===== src/rtl/dmux8way16_buf.sv =====
// Registered 8-way demultiplexer with per-slot valid/ack handshake.
// Each accepted word is steered to slot sel (auto=0) or to an auto-increment pointer (auto=1).
module dmux8way16_buf #(
  parameter int WIDTH = 16,
  parameter logic [WIDTH-1:0] RESET_VAL = {WIDTH{1'b0}}
) (
  input  logic             clk,
  input  logic             reset,
  input  logic [WIDTH-1:0] in,
  input  logic             in_valid,
  input  logic [2:0]       sel,
  input  logic             auto,
  output logic             in_ready,
  output logic [WIDTH-1:0] a,
  output logic [WIDTH-1:0] b,
  output logic [WIDTH-1:0] c,
  output logic [WIDTH-1:0] d,
  output logic [WIDTH-1:0] e,
  output logic [WIDTH-1:0] f,
  output logic [WIDTH-1:0] g,
  output logic [WIDTH-1:0] h,
  output logic [7:0]       valid,
  input  logic [7:0]       ack,
  output logic [2:0]       ptr,
  output logic [3:0]       level,
  output logic             full
);

  logic [WIDTH-1:0] slot_r [8];
  logic [2:0]       tgt_s;
  logic             xfer_s;

  function automatic logic [3:0] popcount8(input logic [7:0] v);
    logic [3:0] n;
    n = 4'd0;
    for (int i = 0; i < 8; i++) begin
      n = n + {3'b000, v[i]};
    end
    return n;
  endfunction

  // A slot being acked this cycle counts as free, so it can be refilled in the same edge.
  assign tgt_s    = auto ? ptr : sel;
  assign in_ready = ~valid[tgt_s] | ack[tgt_s];
  assign xfer_s   = in_valid & in_ready;

  assign level = popcount8(valid);
  assign full  = &valid;

  assign a = slot_r[0];
  assign b = slot_r[1];
  assign c = slot_r[2];
  assign d = slot_r[3];
  assign e = slot_r[4];
  assign f = slot_r[5];
  assign g = slot_r[6];
  assign h = slot_r[7];

  // Slot data, valid flags and auto pointer; a write to a slot beats an ack on it.
  always_ff @(posedge clk) begin
    if (reset) begin
      for (int i = 0; i < 8; i++) begin
        slot_r[i] <= RESET_VAL;
      end
      valid <= 8'h00;
      ptr   <= 3'd0;
    end else begin
      for (int i = 0; i < 8; i++) begin
        if (xfer_s && (tgt_s == 3'(i))) begin
          slot_r[i] <= in;
          valid[i]  <= 1'b1;
        end else if (ack[i]) begin
          valid[i]  <= 1'b0;
        end else begin
          valid[i]  <= valid[i];
        end
      end
      if (xfer_s && auto) begin
        ptr <= ptr + 3'd1;
      end else begin
        ptr <= ptr;
      end
    end
  end

endmodule


===== config.mk =====
export PLATFORM = sky130hd
export DESIGN_NAME = dmux8way16_buf
export DESIGN_NICKNAME = d
export VERILOG_FILES = /design/src/rtl/dmux8way16_buf.sv
export SDC_FILE = /design/constraint.sdc
export NUM_CORES = 1
export LEC_CHECK = 0
export CORE_UTILIZATION = 30
export CTS_CLUSTER_DIAMETER = 30
export CTS_CLUSTER_SIZE = 30
export DETAILED_ROUTE_END_ITERATION = 8
export REMOVE_ABC_BUFFERS = 1
export SYNTH_ARGS = -nofsm -noshare
export SYNTH_HDL_FRONTEND = slang
export SYNTH_SLANG_ARGS = --single-unit

===== constraint.sdc =====
create_clock -name clk -period 10.6 [get_ports clk]
set_input_delay 3.18 -clock clk [delete_from_list [all_inputs] [get_ports clk]]
set_output_delay 3.18 -clock clk [all_outputs]
set_load 0.01 [all_outputs]

Word level (Yosys, flattened, before mapping)
Memories as Yosys holds them, arrays and structs flattened.
Index checks and enable logic that the tools add are counted.
{ "op_classes": {"addsub": 8, "mux": 55, "order_cmp": 1, "n_eq_ne": 7, "n_reduce_logical": 19, "bitwise": 11} }
{ "ops": {"columns": ["cell", "n"], "rows": [
  ["$mux 16", 8],
  ["$mux 1", 44],
  ["$add 4x1->4", 4],
  ["$reduce_bool 2->1", 8],
  ["$eq 3x3->1 const B", 4],
  ["$logic_and 1x1->1", 9],
  ["$or 1x1->1", 9],
  ["$reduce_and 8->1", 1],
  ["$bmux 1 s3", 2],
  ["$eq 3x2->1 const B", 2],
  ["$add 3x1->4", 1],
  ["$lt 3x4->1 const B", 1],
  ["$add 2x1->3", 1],
  ["$add 3x1->3 const B", 1],
  ["$eq 3x1->1 const B", 1],
  ["$logic_not 3->1", 1],
  ["$mux 3", 1],
  ["$add 1x1->2", 1],
  ["$and 1x1->1", 1],
  ["$not 1->1", 1]
]} }
{ "word_totals": {"mem_count": 1, "out_inout_bits": 145, "inputBits": 31, "word_cells": 111, "register_bits": 11, "ram_bits": 128} }
{ "memory_table": {"columns": ["memory", "words", "width", "rd", "rd_ports_with_merged_regs", "wr", "line", "text"], "rows": [
  ["slot_r", 8, 16, 8, 0, 8, "29", "logic [WIDTH-1:0] slot_r [8];"]
]} }

Logic depth before layout (Yosys ltp)
Gate-level depths: netlist of run 1.
{ "depth": {"ltp_word": 11, "mapped_depth": 9, "ltp_nobuf": 9} }

Worst setup path after synthesis of run 1
Ideal clock, no wire load.
{ "synth_path": {"path_type": "input to output", "start": "input port auto", "end": "output port in_ready", "setup_slack_ns": 2.875, "t_required_ns": 7.420, "n_path_buf": 0, "cell_stages": 5, "arrival_time_ns": 4.545, "cell_sequence": "nand2b_1 a21boi_1 mux4_2 and3_1 nor2_1"} }
{ "synth_between": {"elab_chain_cells": 5, "elab_cells_between_ends": 7, "classes_between": "5 x mux; 2 x bitwise"} }
{ "synth_lines": {"columns": ["element", "line", "text"], "rows": [
  ["from (decl)", "12", "input logic auto,"],
  ["$mux 3 (*)", "43", "assign tgt_s = auto ? ptr : sel;"],
  ["$bmux 1 s3", "44", "assign in_ready = ~valid[tgt_s] | ack[tgt_s];"],
  ["$mux 1 (implied by the code)", "44", null],
  ["$not 1->1", "44", null],
  ["$or 1x1->1 (*)", "44", null],
  ["to (decl)", "13", "output logic in_ready,"]
]} }
Mark *: on every way between the ends. The rest lies on a longest branch, timed or not. The select of a mux whose other input is x is not followed.

Final worst setup path of run 1
Same ends and word-level chain as after synthesis.

==> impl_metrics.toml, run 1 <==
[setup_path]
cp-end-kind = "primary output"
reg2reg_from = "ptr[0]"
rr_worst_depth = 5
cp.arrival_ns = 6.09
slowest_delay_ns = 0.79
cp_common_cell = "clkdlybuf4s50_1"
start_kind = "input port"
crit-reg2reg-capture = "slot_r[1][30]"
rrSetupSlack_ns = 7.32
crit_required_ns = 7.42
path_cells = "clkdlybuf4s50_1, nand2b_1, a21boi_1, mux4_2, and3_1, nor2_1, clkdlybuf4s50_1"
worstSetupPathType = "in -> out"
crit_fanout = 16
worst_path_max_delay_cell = "clkdlybuf4s50_1"

[global_routing]
grt_use_total_pct = 16.2
antenna_found_initial = 0
grt_pass1_wl_mm = 21.2
grt_max_degree = 38
overflow = 0
grt_pass1_vias = 3500

[layout]
fin_nets = 607
regArea_um2 = 4060
syn_to_final_growth_pct = 47.6
fin_cells = 805
drive_gt1_share_pct = 7.24
diodes = 0
fin_util_pct = 45.8
final_cell_mix = "clkdlybuf4s50_1 (175), edfxtp_1 (128), nor2_1 (101)"
layout.cells.most_common = "clkdlybuf4s50_1"
multi_input_area_um2 = 1170
fillers = 1586

[die]
die_y_um = 136
start_util_pct = 31.0
die_w_um = 136
fp.dieArea_um2 = 18500
ioPinCount = 176
rows = 48
core_um2 = 17400

[synthesis]
ys_types = 34
synth_cells = 385
syn_area_um2 = 5400
synth_top_cell_area_share_pct = 71.2
async_flop_share_pct = 0
synth_warnings = 0
synth_ff_type = "edfxtp_1"
synth_seq_cells = 139
yosys.area.top_type = "edfxtp_1"
synth_area_per_cell_um2 = 14.0
synth.area.top_cells = "edfxtp_1 (71%), nor2_1 (7.0%), nand2b_1 (4.2%)"
synth_edf_count = 128
seq_area_frac_synth_pct = 75.3

[run]
maxCapViolations = 0

[power]
switchingPower_w = 0.000306
netSwitchingFraction_pct = 22.2
p_comb_share_pct = 10.4
intPower_w = 0.00107
p_seq_share_pct = 46.7
power_density_nw_per_um2 = 173
finalPower_w = 0.00138
p_leak_nw = 2.94
clockPowerShare_pct = 42.9
max-vdd-ir-drop_v = 0.000111

[sta]
post-route-period-util_pct = 87.4
rsz0062_at_grt = "false"
fmax_mhz = 108
slew-limit-headroom_pct = 23.6
min_period_ns = 9.27
skew_ns = 0.00770
setup_viol = 0
finalHoldViolCount = 0
finalSetupTns_ns = 0
setup_ws_ns = 1.33
worst-slew-pin-transition_ns = 1.14
final_max_slew_viol_count = 0

[route]
drtIter0Drc = 253
drt_pass1_iterations = 4
ant_nets = 0
viasPerCell = 4.46
drc = 0
drt-total-wl_mm = 14.5
num_vias = 3587
detail_route.wl_per_cell_um = 18.0

[placement]
dp_hpwl_mm = 10.2
gp_congestion = 0.880
dpl_worst_slack_ns = 1.37
dp_cells = 773
io_buffers = 175

[clocking]
cts_buffers = 17
cts_max_level = 4
cts_resized = 0
cts-root-buf = "clkbuf_16"
cts_tree = "yes"
clock_path_buffers = 2
cts_setup_buffers = 0
insertion_delay_ns = 0.41
path_clk_slew_ns = 0.06
cts.sinks = 139
ctsHoldBuffers = 0

[hold_path]
min_to = "valid[7]"
hold_start = "valid[7]"
hold_depth = 2
min_path_type = "reg -> reg"

[outcome]
status = "finished, final reports clean"
[cells in the mapped netlist (3+ instances only)]
cell type	n
fa_1	4
nand2b_1	36
nand4_1	3
clkbuf_1	5
nor2b_1	4
nand2_2	6
nor2_1	101
o21ai_0	3
ha_1	5
inv_1	29
mux2i_1	3
nand2_1	4
buf_2	6
dfxtp_1	11
edfxtp_1	128
a21oi_1	13
[registers in the layout, summed over array words and instances, names as in the netlist]
name	cells
slot_r	128
ptr	3
valid	8
[stage by stage]
step / area [µm²] / hold WS, ns
after global placement: 7370 / 0.541
after floorplan: 5340 / 0.508
after global routing: 7970 / 0.570
after detailed placement: 7370 / 0.506
after CTS: 7970 / 0.527
final: 7970 / 0.532
[power by group through the flow]
stage               combinational [W]  clock [W]  sequential [W]
global route                 0.000153   0.000623        0.000646
finish                       0.000143   0.000591        0.000643
global placement             0.000143          0        0.000654
CTS                          0.000145   0.000601        0.000643
detailed placement           0.000145          0        0.000655
floorplan                   0.0000358          0        0.000668
[how the worst max path moves through the flow]
stage	from	end	slack, ns	cells past startpoint
after floorplan	auto	in_ready	2.88	5
after global routing	auto	in_ready	1.19	7
after global placement	auto	in_ready	1.51	7
after detailed placement	auto	in_ready	1.37	7
final	auto	in_ready	1.33	7
after CTS	auto	in_ready	1.35	7
[worst max-delay path, delay by kind of cell]
kind                   cells  cell delay, ns
and+or+nand+nor            3            0.58
AOI/OAI and AO/OA          1            0.39
buffers and inverters      2            1.35
muxes                      1            0.59
[per-layer routing]
| layer | global-route usage [%] | wire (µm) |
|---|---|---|
| met1 | 18.8 | 5710 |
| met2 | 28.3 | 7460 |
| met3 | 4.74 | 1170 |
| met4 | 5.93 | 181 |
| met5 | 0 | 0 |
[final cells by class]
type	instances	share of cell area, %
clock buffers	17	5.34
clock inverters	15	2.17
inverters	29	1.37
multi-input cells	205	14.6
flip-flops and latches	139	51.0
well taps	225	3.53
repair buffers	175	22.0
[logic make-up (layout without fill, tap and decap cells)]
group / after synthesis / count (layout) / share of synthesized area (%)
simple gates: 163 / 163 / 14.1
flops: 139 / 139 / 75.3
buf+inv: 41 / 236 / 3.13
compound gates: 26 / 26 / 3.08
fa+ha+maj: 9 / 9 / 2.64
mux: 6 / 6 / 1.60
xor+xnor: 1 / 1 / 0.162
No activity file was read; power rests on OpenSTA's default activity.
==> run 2: changes to the inputs <==
--- a/config.mk
+++ b/config.mk
@@ -7,7 +7,7 @@
 export LEC_CHECK = 0
 export CORE_UTILIZATION = 30
 export CTS_CLUSTER_DIAMETER = 30
-export CTS_CLUSTER_SIZE = 30
+export CTS_CLUSTER_SIZE = 8
 export DETAILED_ROUTE_END_ITERATION = 8
 export REMOVE_ABC_BUFFERS = 1
 export SYNTH_ARGS = -nofsm -noshare
==> results of run 2 <==
Same layout as run 1: the final DEF is identical, and so are final timing and power.
==> run 3: changes to the inputs <==
--- a/config.mk
+++ b/config.mk
@@ -9,6 +9,7 @@
 export CTS_CLUSTER_DIAMETER = 30
 export CTS_CLUSTER_SIZE = 8
 export DETAILED_ROUTE_END_ITERATION = 8
+export RECOVER_POWER = 100
 export REMOVE_ABC_BUFFERS = 1
 export SYNTH_ARGS = -nofsm -noshare
 export SYNTH_HDL_FRONTEND = slang
==> run 3 against run 2 <==
Effect of this change: routed wire length shrank 0.37%; largest cell class unchanged; non-clock buffer count is the same; utilization fell by 0.19 points; clock power is essentially flat; largest power group unchanged; sequential cell count is the same; cell area shrank 0.41%; highest routed layer unchanged; critical path depth unchanged; sequential share of layout area rose by 0.21 points.
==> impl_metrics.toml, run 3 (synthesis results as in run 1) <==
[clocking]
cts-root-buf = "clkbuf_16"
cts_resized = 0
cts_max_level = 4
cts_setup_buffers = 0
cts_buffers = 17
insertion_delay_ns = 0.41
path_clk_slew_ns = 0.06
cts_tree = "yes"
clock_path_buffers = 2
cts.sinks = 139
ctsHoldBuffers = 0

[setup_path]
crit_required_ns = 7.42
cp-end-kind = "primary output"
start_kind = "input port"
crit-reg2reg-capture = "slot_r[1][30]"
reg2reg_from = "ptr[0]"
worstSetupPathType = "in -> out"
rrSetupSlack_ns = 6.80
rr_worst_depth = 5
cp.arrival_ns = 6.38
crit_fanout = 16

[sta]
slew-limit-headroom_pct = 23.0
post-route-period-util_pct = 90.2
finalHoldViolCount = 0
min_period_ns = 9.56
finalSetupTns_ns = 0
rsz0062_at_grt = "false"
worst-slew-pin-transition_ns = 1.15
finalHoldWorstSlack_ns = 0.529
final_max_slew_viol_count = 0
skew_ns = 0.00674
setup_viol = 0
fmax_mhz = 105

[route]
drc = 0
num_vias = 3591
drtIter0Drc = 270
drt-total-wl_mm = 14.5
drt_pass1_iterations = 4
detail_route.wl_per_cell_um = 18.0
viasPerCell = 4.46
ant_nets = 0

[global_routing]
overflow = 0
grt_pass1_vias = 3500
grt_max_degree = 38
grt_pass1_wl_mm = 21.2
antenna_found_initial = 0
grt_use_total_pct = 16.2

[power]
power_density_nw_per_um2 = 171
p_comb_share_pct = 9.5
netSwitchingFraction_pct = 22.2
switchingPower_w = 0.000302
p_seq_share_pct = 47.1
clockPowerShare_pct = 43.3
intPower_w = 0.00106
p_leak_nw = 3.14
max-vdd-ir-drop_v = 0.000111

[placement]
dp_cells = 773
dp_hpwl_mm = 10.2
gp_congestion = 0.880
io_buffers = 175

[layout]
diodes = 0
reg_top3 = "slot_r x128, valid x8, ptr x3"
largest_register_ff_count = 128
layout.cells.most_common = "dlygate4sd3_1"
drive_gt1_share_pct = 5.69
final_cell_mix = "dlygate4sd3_1 (147), edfxtp_1 (128), nor2_1 (101)"
fin_nets = 607
fin_cells = 805
top_register = "slot_r"
syn_to_final_growth_pct = 47.0

[die]
fp.dieArea_um2 = 18500
ioPinCount = 176
rows = 48
die_y_um = 136
start_util_pct = 31.0
die_w_um = 136
core_um2 = 17400

[hold_path]
hold_start = "valid[7]"
min_path_type = "reg -> reg"
hold_depth = 2
min_to = "valid[7]"

[outcome]
status = "finished, final reports clean"

[run]
maxCapViolations = 0
==> run 3: changes by cell type in the layout (fill, tap and decap cells not counted), moves of 6 or more <==
cell and delta:
nand2_2 -6, clkdlybuf4s50_1 -147, nand2_1 +6, dlygate4sd3_1 +147
==> run 3: routing by layer <==
layer | track usage, % | wire, µm | vias up
met1 | 18.8 | 5670 | 1713
li1 | - | - | 1697
met5 | 0 | 0 | -
met3 | 4.74 | 1140 | 17
met2 | 28.3 | 7470 | 164
met4 | 5.93 | 183 | 0
==> run 3: worst max-delay path by stage <==
stage,start,depth (start not counted),end,slack (ns)
5_1_grt,auto,7,in_ready,0.85
2_1_floorplan,auto,5,in_ready,2.88
3_5_place_dp,auto,7,in_ready,1.37
6_report,auto,7,in_ready,1.04
4_1_cts,auto,7,in_ready,1.35
3_3_place_gp,auto,7,in_ready,1.51
==> run 3: power by group through the flow <==
stage / combinational, W / sequential [W] / clock (W)
detailed placement: 0.000145 / 0.000655 / 0
CTS: 0.000145 / 0.000643 / 0.000601
floorplan: 0.0000358 / 0.000668 / 0
global placement: 0.000143 / 0.000654 / 0
global route: 0.000140 / 0.000644 / 0.000623
finish: 0.000130 / 0.000641 / 0.000590
==> run 3: through the flow <==
stage / setup slack [ns] / instance area, µm² / utilization [%] / power (W)
final: 1.04 / 7940 / 45.6 / 0.00136
after global routing: 0.853 / 7940 / 45.6 / 0.00141
after CTS: 1.35 / 7970 / 45.8 / 0.00139
after detailed placement: 1.37 / 7370 / 42.3 / 0.000799
after global placement: 1.51 / 7370 / 42.3 / 0.000797
after floorplan: 2.88 / 5340 / - / 0.000704
==> run 3: final cells by class <==
class                           count  area [µm²]
Timing Repair Buffer              175        1750
Fill cell                        1595        9480
Clock buffer                       17         425
Inverter                           29         109
Multi-Input combinational cell    205        1130
Clock inverter                     15         173
Sequential cell                   139        4060
Tap cell                          225         282
==> run 3: critical path, cell delays in order <==
cell	delay, ns
dlygate4sd3_1	0.84
nand2b_1	0.20
a21boi_0	0.53
mux4_2	0.61
and3_1	0.23
nor2_1	0.15
dlygate4sd3_1	0.63
